**src/rtl/long_divider_sequential_if.sv**
```systemverilog
// long_divider_sequential_if: request/result bus of the sequential divider.
// Define SIGNED_DIVISION_EN to add the signed_i operand-mode line.
interface long_divider_sequential_if #(parameter int DATA_WIDTH = 32);
    logic [DATA_WIDTH-1:0] dividend_i;
    logic [DATA_WIDTH-1:0] divisor_i;
    logic                  data_valid_i;
`ifdef SIGNED_DIVISION_EN
    logic                  signed_i;
`endif
    logic [DATA_WIDTH-1:0] quotient_o;
    logic [DATA_WIDTH-1:0] remainder_o;
    logic                  data_valid_o;
    logic                  divide_by_zero_o;
    logic                  idle_o;

    modport master (
`ifdef SIGNED_DIVISION_EN
        output signed_i,
`endif
        output dividend_i, divisor_i, data_valid_i,
        input  quotient_o, remainder_o, data_valid_o, divide_by_zero_o, idle_o
    );

    modport slave (
`ifdef SIGNED_DIVISION_EN
        input  signed_i,
`endif
        input  dividend_i, divisor_i, data_valid_i,
        output quotient_o, remainder_o, data_valid_o, divide_by_zero_o, idle_o
    );
endinterface

```
**src/rtl/long_divider_sequential.sv**
```systemverilog
// long_divider_sequential: restoring divider, one quotient bit per clock.
// Define SIGNED_DIVISION_EN for two's-complement operands selected by signed_i.
module long_divider_sequential #(
    parameter int DATA_WIDTH = 32
) (
    input logic clk_i,
    input logic rst_n_i,
    long_divider_sequential_if.slave bus
);
    localparam int W  = DATA_WIDTH;
    localparam int CW = $clog2(W);

    typedef enum logic [1:0] {IDLE, DIVIDE, DONE} state_t;

    state_t        state, state_next;
    logic [W-1:0]  q, b, q_next, a_mag, b_mag, q_fix, r_fix;
    logic [W:0]    r, r_shift, r_next;
    logic [CW-1:0] cnt;
    logic [W-1:0]  quotient, remainder;
    logic          dbz, load, zero, ge, last;

`ifdef SIGNED_DIVISION_EN
    logic neg_q, neg_r, sa, sb;
    assign sa    = bus.signed_i & bus.dividend_i[W-1];
    assign sb    = bus.signed_i & bus.divisor_i[W-1];
    assign a_mag = sa ? -bus.dividend_i : bus.dividend_i;
    assign b_mag = sb ? -bus.divisor_i : bus.divisor_i;
    // Sign correction folds into the final iteration so latency matches unsigned
    assign q_fix = neg_q ? -q_next : q_next;
    assign r_fix = neg_r ? -r_next[W-1:0] : r_next[W-1:0];
`else
    assign a_mag = bus.dividend_i;
    assign b_mag = bus.divisor_i;
    assign q_fix = q_next;
    assign r_fix = r_next[W-1:0];
`endif

    always_ff @(posedge clk_i or negedge rst_n_i) begin
        if (!rst_n_i) state <= IDLE;
        else          state <= state_next;
    end

    always_comb begin
        load       = state == IDLE && bus.data_valid_i;
        zero       = bus.divisor_i == '0;
        last       = state == DIVIDE && cnt == '0;
        state_next = state == IDLE   ? (load ? (zero ? DONE : DIVIDE) : IDLE) :
                     state == DIVIDE ? (last ? DONE : DIVIDE) : IDLE;
        r_shift    = {r[W-1:0], q[W-1]};
        ge         = r_shift >= {1'b0, b};
        r_next     = ge ? r_shift - {1'b0, b} : r_shift;
        q_next     = {q[W-2:0], ge};
    end

    always_ff @(posedge clk_i or negedge rst_n_i) begin
        if (!rst_n_i) begin
            q         <= '0;
            b         <= '0;
            r         <= '0;
            cnt       <= '0;
            quotient  <= '0;
            remainder <= '0;
            dbz       <= 1'b0;
`ifdef SIGNED_DIVISION_EN
            neg_q     <= 1'b0;
            neg_r     <= 1'b0;
`endif
        end else if (load) begin
            q   <= a_mag;
            b   <= b_mag;
            r   <= '0;
            cnt <= CW'(W - 1);
`ifdef SIGNED_DIVISION_EN
            neg_q <= sa ^ sb;
            neg_r <= sa;
`endif
            if (zero) begin
                quotient  <= '1;
                remainder <= bus.dividend_i;
                dbz       <= 1'b1;
            end
        end else if (state == DIVIDE) begin
            q   <= q_next;
            r   <= r_next;
            cnt <= cnt - 1'b1;
            if (last) begin
                quotient  <= q_fix;
                remainder <= r_fix;
                dbz       <= 1'b0;
            end
        end
    end

    assign bus.quotient_o       = quotient;
    assign bus.remainder_o      = remainder;
    assign bus.divide_by_zero_o = dbz;
    assign bus.data_valid_o     = state == DONE;
    assign bus.idle_o           = state == IDLE;
endmodule
```
**src/flat_wrapper.sv**
```systemverilog
// flat-port wrapper written by rule: the top's interface ports become plain ports
module long_divider_sequential_flat 
#(
    parameter int DATA_WIDTH = 32
)
  (clk_i, rst_n_i, bus_dividend_i, bus_divisor_i, bus_data_valid_i, bus_quotient_o, bus_remainder_o, bus_data_valid_o, bus_divide_by_zero_o, bus_idle_o);
  long_divider_sequential_if #(.DATA_WIDTH(DATA_WIDTH)) bus_i ();
  input logic clk_i;
  input logic rst_n_i;
  input wire logic [$bits(bus_i.dividend_i)-1:0] bus_dividend_i;
  input wire logic [$bits(bus_i.divisor_i)-1:0] bus_divisor_i;
  input wire logic [$bits(bus_i.data_valid_i)-1:0] bus_data_valid_i;
  output wire logic [$bits(bus_i.quotient_o)-1:0] bus_quotient_o;
  output wire logic [$bits(bus_i.remainder_o)-1:0] bus_remainder_o;
  output wire logic [$bits(bus_i.data_valid_o)-1:0] bus_data_valid_o;
  output wire logic [$bits(bus_i.divide_by_zero_o)-1:0] bus_divide_by_zero_o;
  output wire logic [$bits(bus_i.idle_o)-1:0] bus_idle_o;
  assign bus_i.dividend_i = bus_dividend_i;
  assign bus_i.divisor_i = bus_divisor_i;
  assign bus_i.data_valid_i = bus_data_valid_i;
  assign bus_quotient_o = bus_i.quotient_o;
  assign bus_remainder_o = bus_i.remainder_o;
  assign bus_data_valid_o = bus_i.data_valid_o;
  assign bus_divide_by_zero_o = bus_i.divide_by_zero_o;
  assign bus_idle_o = bus_i.idle_o;
  long_divider_sequential #(.DATA_WIDTH(DATA_WIDTH)) u_core (.clk_i(clk_i), .rst_n_i(rst_n_i), .bus(bus_i));
endmodule
```
**config.mk**
```make
export PLATFORM = sky130hd
export DESIGN_NAME = long_divider_sequential_flat
export DESIGN_NICKNAME = d
export VERILOG_FILES = /design/src/rtl/long_divider_sequential_if.sv /design/src/rtl/long_divider_sequential.sv /design/src/flat_wrapper.sv
export SDC_FILE = /design/constraint.sdc
export NUM_CORES = 1
export LEC_CHECK = 0
export BUFFER_PORTS_ARGS = -buffer_cell sky130_fd_sc_hd__buf_2
export CAP_MARGIN = 20
export CORE_ASPECT_RATIO = 0.6
export CORE_MARGIN = 1.5
export CORE_UTILIZATION = 58
export CTS_CLUSTER_DIAMETER = 100
export CTS_CLUSTER_SIZE = 8
export DETAILED_ROUTE_END_ITERATION = 10
export PLACE_DENSITY = 0.81
export SYNTH_ARGS = -nofsm -noshare
export SYNTH_HDL_FRONTEND = slang
export SYNTH_SLANG_ARGS = --single-unit
```
**constraint.sdc**
```tcl
create_clock -name clk_i -period 3.9 [get_ports clk_i]
set_input_delay 0.39 -clock clk_i [delete_from_list [all_inputs] [get_ports clk_i]]
set_output_delay 0.39 -clock clk_i [all_outputs]
set_load 0.03 [all_outputs]
```
==> reports/results.tsv, run 1 <==
metric	value	unit
initial_antenna_violation_count	0	
tritoncts.num_buffers	17	
yosys.area.top_type	sky130_fd_sc_hd__dfrtp_1	
h-tree-depth	4	
drive_above_1_share	0.1736	
worstPathMaxFanout	4	
yosysMostFrequentCell	sky130_fd_sc_hd__nand2_1	
synth_top_cells_by_area	sky130_fd_sc_hd__dfrtp_1, sky130_fd_sc_hd__nand2_1, sky130_fd_sc_hd__o21ai_0	
cts.path.max_buffers	2	
top_level_ports	134	
cts_tree	built	
yosysUniqueCellTypes	62	
setup_viol	0	
timing.max_cap.violations	0	
start_util	0.5897	
ctsHoldBuffers	0	
synth.ff_latch_count	168	
synthesis.yosys.warnings	0	
grt_pass1_vias	7651	
fillers	1261	
share_clk_of_total_power	0.182	
worstSetupEndpointType	register	
slew_viol_final	0	
post-route-drc-count	0	
slew-limit-headroom	0.4285	
cts.sink_count	168	
fp.dieH	99.42	um
ys_seq_area_frac	0.4678	
worstHoldPathType	in -> async	
status	finished clean	
grtUsageTotal	0.3132	
placeableCoreArea	15240	um^2
total_inserted_antenna_cells	0	
route.final.wire_length	24510	um
gr-total-overflow	0	
clock_slew_at_reported_path_ffs	0.07	ns
yosysTopAreaCellShare	0.4678	
row_count	35	
dr.first_iter.drc_count	861	
resized_gates_after_cts	0	
clock_insertion_delay_worst_skew	0.43	ns
regArea	4204	um^2
power.total	9.441	mW
fin_crit_sh	0.8833	
gpl.final_weighted_congestion	0.9172	
pwr_density_cell	910.4	nW/um^2
p_seq_frac	0.284	
fin_setup_tns	0	ns
final-hold-violation-count	0	
final_net_count	1218	
detailedPlacementHpwl	16710	um
max_freq	0.2903	GHz
synth_top_flop_cell	sky130_fd_sc_hd__dfrtp_1	
internal_power	5.292	mW
drt_pass1_iterations	7	
cts-root-buf	sky130_fd_sc_hd__clkbuf_16	
ys_top_cells_by_count	sky130_fd_sc_hd__nand2_1, sky130_fd_sc_hd__dfrtp_1, sky130_fd_sc_hd__o21ai_0	
grt_pass1_wl	39680	um
synth_enable_flop_cells	0	
combinationalPowerShare	0.534	
cts_setup_buffers	0	
route.vias.total	8069	
drt-vias-per-instance	6.058	
largest_net_degree_at_the_start_of_global_routing	90	
worst_ir_drop_vdd	0.5308	mV
crit_type	reg -> reg	
wl_per_instance	18.40	um
multi_input_area	4352	um^2
synth-async-reset-ratio	1.000	
arrival	3.73	ns
post_synth.cell_area_avg	8.828	um^2
netSwitchingFraction	0.4394	
grt_setup_unrepaired	no	
critical_path.startpoint_type	register	
synth.net_count	1119	
post_syn_instances	1018	
design.die.area	16280	um^2
final.setup_skew	0.01037	ns
numPortBuffers	133	
area_delta_synth_final	15.38	%
p_sw	4.149	mW
critical_path_required	4.19	ns
worstMarginPinSlew	0.8572	ns
synthesis.area	8987	um^2
die_w	163.7	um
power_leakage	4.903	nW
postLayoutCoreUtil	0.6805	
postRouteAntennaNets	0	
finalWorstPathRequiredPeriod	3.445	ns
[power by group through the flow]
stage          clock [mW]  sequential (mW)  combinational [mW]
2_1_floorplan           0             2.63                3.83
3_3_place_gp            0             2.67                4.77
3_5_place_dp            0             2.69                4.88
4_1_cts              1.73             2.66                4.98
5_1_grt              1.80             2.73                5.55
6_report             1.72             2.68                5.05
[stage by stage]
step / setup slack (ns) / hold slack (ns) / std cells / instance area (um^2)
CTS: 0.5380 / 0.08094 / 1332 / 10370
global route: 0.3397 / 0.1231 / 1332 / 10370
finish: 0.4550 / 0.05019 / 1332 / 10370
floorplan: 1.073 / 0.09441 / 1018 / 8987
detailed placement: 0.6332 / 0.4641 / 1301 / 9784
global placement: 0.6686 / 0.4571 / 1301 / 9784
[cell type report]
type,instances,share of cell area
well taps,203,0.02449
inverters,48,0.01737
repair buffers,146,0.07662
multi-input cells,736,0.4196
clock inverters,12,0.01375
flip-flops and latches,168,0.4054
clock buffers,19,0.04271
[placed cells by master (no fill, tap or decap), types with 24 or more instances in the layout]
master / count
sky130_fd_sc_hd__o21ai_0: 113
sky130_fd_sc_hd__a211oi_1: 24
sky130_fd_sc_hd__nand2_1: 201
sky130_fd_sc_hd__ha_1: 33
sky130_fd_sc_hd__inv_1: 48
sky130_fd_sc_hd__nor2_1: 53
sky130_fd_sc_hd__a21oi_1: 68
sky130_fd_sc_hd__a21o_1: 26
sky130_fd_sc_hd__buf_2: 132
sky130_fd_sc_hd__dfrtp_1: 168
sky130_fd_sc_hd__a22oi_1: 32
[worst max-delay path: stages (launching register included)]
cell	delay [ns]
sky130_fd_sc_hd__dfrtp_1	0.36
sky130_fd_sc_hd__inv_1	0.09
sky130_fd_sc_hd__ha_1	0.18
sky130_fd_sc_hd__inv_1	0.06
sky130_fd_sc_hd__fa_1	0.42
sky130_fd_sc_hd__a211oi_1	0.32
sky130_fd_sc_hd__o21ai_0	0.24
sky130_fd_sc_hd__a21oi_1	0.43
sky130_fd_sc_hd__nand3_1	0.24
sky130_fd_sc_hd__a31oi_1	0.35
sky130_fd_sc_hd__a21boi_0	0.17
sky130_fd_sc_hd__xor2_1	0.16
sky130_fd_sc_hd__mux2i_1	0.19
sky130_fd_sc_hd__o21ai_0	0.11
[path summary, 6_finish.rpt]
kind	startpoint	end	slack [ns]	cells past startpoint
worst min register to register	u_core.bus.remainder_o[15]	u_core.bus.remainder_o[15]	0.48	1
worst max register to register	u_core.q[31]	u_core.bus.remainder_o[30]	0.45	13
min in group clk_i	bus_divisor_i[7]	u_core.b[7]	0.18	3
worst max-delay path	u_core.q[31]	u_core.bus.remainder_o[30]	0.45	13
max in group asynchronous	rst_n_i	u_core.r[0]	2.91	2
worst min-delay path	rst_n_i	u_core.bus.quotient_o[28]	0.05	1
[layer usage]
metal,wire (um),GRT usage
met4,455,0.08322
met1,11300,0.4613
met3,1778,0.06130
met2,10970,0.4752
met5,0,0
[logic make-up (layout without fill, tap and decap cells)]
logic type               count (synthesis)  after routing  synth area share
AND/OR/NAND/NOR                        330            330            0.1558
AO/OA/AOI/OAI                          317            317            0.2194
flip-flops                             168            168            0.4678
buffers and inverters                  114            225           0.05123
adder cells (fa/ha/maj)                 34             34           0.04817
XOR/XNOR                                29             29           0.02826
multiplexers                            26             26           0.02937
[state kept, by name, indices dropped and copies added, names as in the netlist]
name and count:
u_core.state 2, u_core.bus.quotient_o 32, u_core.b 32, u_core.bus.divide_by_zero_o 1, u_core.bus.remainder_o 32, u_core.r 32
u_core.q 32, u_core.cnt 5
No activity file was read; power rests on OpenSTA's default activity.
==> run 2, diff against run 1 <==
--- a/config.mk
+++ b/config.mk
@@ -13,7 +13,8 @@
 export CTS_CLUSTER_DIAMETER = 100
 export CTS_CLUSTER_SIZE = 8
 export DETAILED_ROUTE_END_ITERATION = 10
-export PLACE_DENSITY = 0.81
+export PLACE_DENSITY = 0.91
+export SLEW_MARGIN = 0
 export SYNTH_ARGS = -nofsm -noshare
 export SYNTH_HDL_FRONTEND = slang
 export SYNTH_SLANG_ARGS = --single-unit
==> reports/results.tsv, run 2 (synthesis results as in run 1) <==
metric	value	unit
p_sw	4.280	mW
layout.cells.most_common_list	sky130_fd_sc_hd__nand2_1, sky130_fd_sc_hd__dfrtp_1, sky130_fd_sc_hd__buf_2, sky130_fd_sc_hd__o21ai_0, sky130_fd_sc_hd__a21oi_1	
gr-total-overflow	0	
final.setup_skew	0.01228	ns
cts_tree	built	
row_count	35	
tritoncts.num_buffers	17	
fp.dieH	99.42	um
most_common_library_cell_in_the_layout_ignoring_fill_and_taps	sky130_fd_sc_hd__nand2_1	
reg2reg_to	u_core.bus.remainder_o[1]	
cts.sink_count	168	
cpMostUsedCell	sky130_fd_sc_hd__a21oi_1	
postRouteAntennaNets	0	
route.vias.total	8292	
layoutNonFillerInstCount	1330	
wl_per_instance	18.76	um
numPortBuffers	133	
slew-limit-headroom	0.3352	
design.die.area	16280	um^2
worstSetupEndpointType	register	
cpPeakStageDelay	0.41	ns
status	finished clean	
critical_path.startpoint_type	register	
resized_gates_after_cts	0	
arrival	3.78	ns
drt-vias-per-instance	6.235	
drt_pass1_iterations	6	
clock_slew_at_reported_path_ffs	0.07	ns
largest_net_degree_at_the_start_of_global_routing	107	
cts.path.max_buffers	2	
crit_family	compound AO/OA/AOI/OAI gates	
ctsHoldBuffers	0	
dr.first_iter.drc_count	1103	
dpl.cell_count	1298	
grt_setup_unrepaired	no	
h-tree-depth	4	
grt_pass1_wl	40460	um
cts-root-buf	sky130_fd_sc_hd__clkbuf_16	
finalWorstPathRequiredPeriod	3.449	ns
gpl.final_weighted_congestion	0.9249	
route.final.wire_length	24960	um
cpMaxStageDelayCell	sky130_fd_sc_hd__dfrtp_1	
worstMarginPinSlew	0.9972	ns
final_net_count	1215	
max_freq	0.2899	GHz
regToRegStartpoint	u_core.r[9]	
critical_path_required	4.23	ns
combinationalPowerShare	0.540	
post-route-drc-count	0	
die_w	163.7	um
power_leakage	4.883	nW
share_clk_of_total_power	0.176	
internal_power	5.239	mW
start_util	0.5897	
fin_crit_sh	0.8845	
fin_setup_tns	0	ns
crit_type	reg -> reg	
cts_setup_buffers	0	
timing.critical_path.cells	ha_1 -> a21oi_1 -> o21a_1 -> o22ai_1 -> a211oi_4 -> o211ai_2 -> a31oi_4 -> buf_12 -> mux2i_1 -> a21oi_1 -> a21o_1	
final-hold-violation-count	0	
timing.max_cap.violations	0	
total_inserted_antenna_cells	0	
reg2reg_slack	0.45	ns
clock_insertion_delay_worst_skew	0.44	ns
reg2reg_depth	11	
netSwitchingFraction	0.4496	
pwr_density_cell	920.8	nW/um^2
cp_num_cells	11	
worstPathMaxFanout	52	
area_delta_synth_final	15.04	%
initial_antenna_violation_count	0	
path_buf_inv	1	
setup_viol	0	
grtUsageTotal	0.3176	
slew_viol_final	0	
worstHoldPathType	in -> async	
placeableCoreArea	15240	um^2
p_seq_frac	0.284	
grt_pass1_vias	7894	
top_level_ports	134	
drive_above_1_share	0.1721	
worst_ir_drop_vdd	0.4995	mV
detailedPlacementHpwl	17090	um
## run 2: through the flow
| step | worst slack, ns | power [mW] | hold WS (ns) | utilization | instance area [um^2] |
|---|---|---|---|---|---|
| final | 0.4506 | 9.519 | 0.09294 | 0.6784 | 10340 |
| after global routing | 0.2437 | 10.12 | 0.1810 | 0.6784 | 10340 |
| after CTS | 0.5291 | 9.396 | 0.1376 | 0.6784 | 10340 |
| after detailed placement | 0.6678 | 7.623 | 0.4602 | 0.6406 | 9762 |
| after global placement | 0.7494 | 7.393 | 0.4549 | 0.6406 | 9762 |
| after floorplan | 1.073 | 6.461 | 0.09441 | - | 8987 |
## run 2: area by class of cell
type | instances | area, um^2
fill | 1171 | 4901
multi-input combinational | 736 | 4352
sequential | 168 | 4204
timing repair buffer | 143 | 772.0
clock buffer | 19 | 442.9
tap | 203 | 254.0
inverter | 48 | 180.2
clock inverter | 13 | 133.9
## run 2: worst max-delay path by stage
stage	startpoint	endpoint	slack, ns
floorplan	u_core.r[11]	u_core.r[31]	1.07
global placement	u_core.r[5]	u_core.bus.remainder_o[1]	0.75
detailed placement	u_core.r[17]	u_core.bus.remainder_o[5]	0.67
CTS	u_core.q[31]	u_core.r[22]	0.53
global route	u_core.q[31]	u_core.r[22]	0.24
finish	u_core.r[9]	u_core.bus.remainder_o[1]	0.45
## run 2: power by group through the flow
| stage | logic (mW) | clock network (mW) | registers, mW |
|---|---|---|---|
| after floorplan | 3.83 | 0 | 2.63 |
| after global placement | 4.72 | 0 | 2.68 |
| after detailed placement | 4.92 | 0 | 2.70 |
| after CTS | 5.03 | 1.69 | 2.68 |
| after global routing | 5.61 | 1.76 | 2.75 |
| final | 5.14 | 1.68 | 2.70 |
## run 2: layer usage
metal  vias to the layer above  routed length [um]  global-route usage
li1                       3742                   -                   -
met1                      4007               10650              0.4529
met2                       481               11160              0.4830
met3                        62                2489             0.06839
met4                         0                 655              0.1084
met5                         -                   0                   0
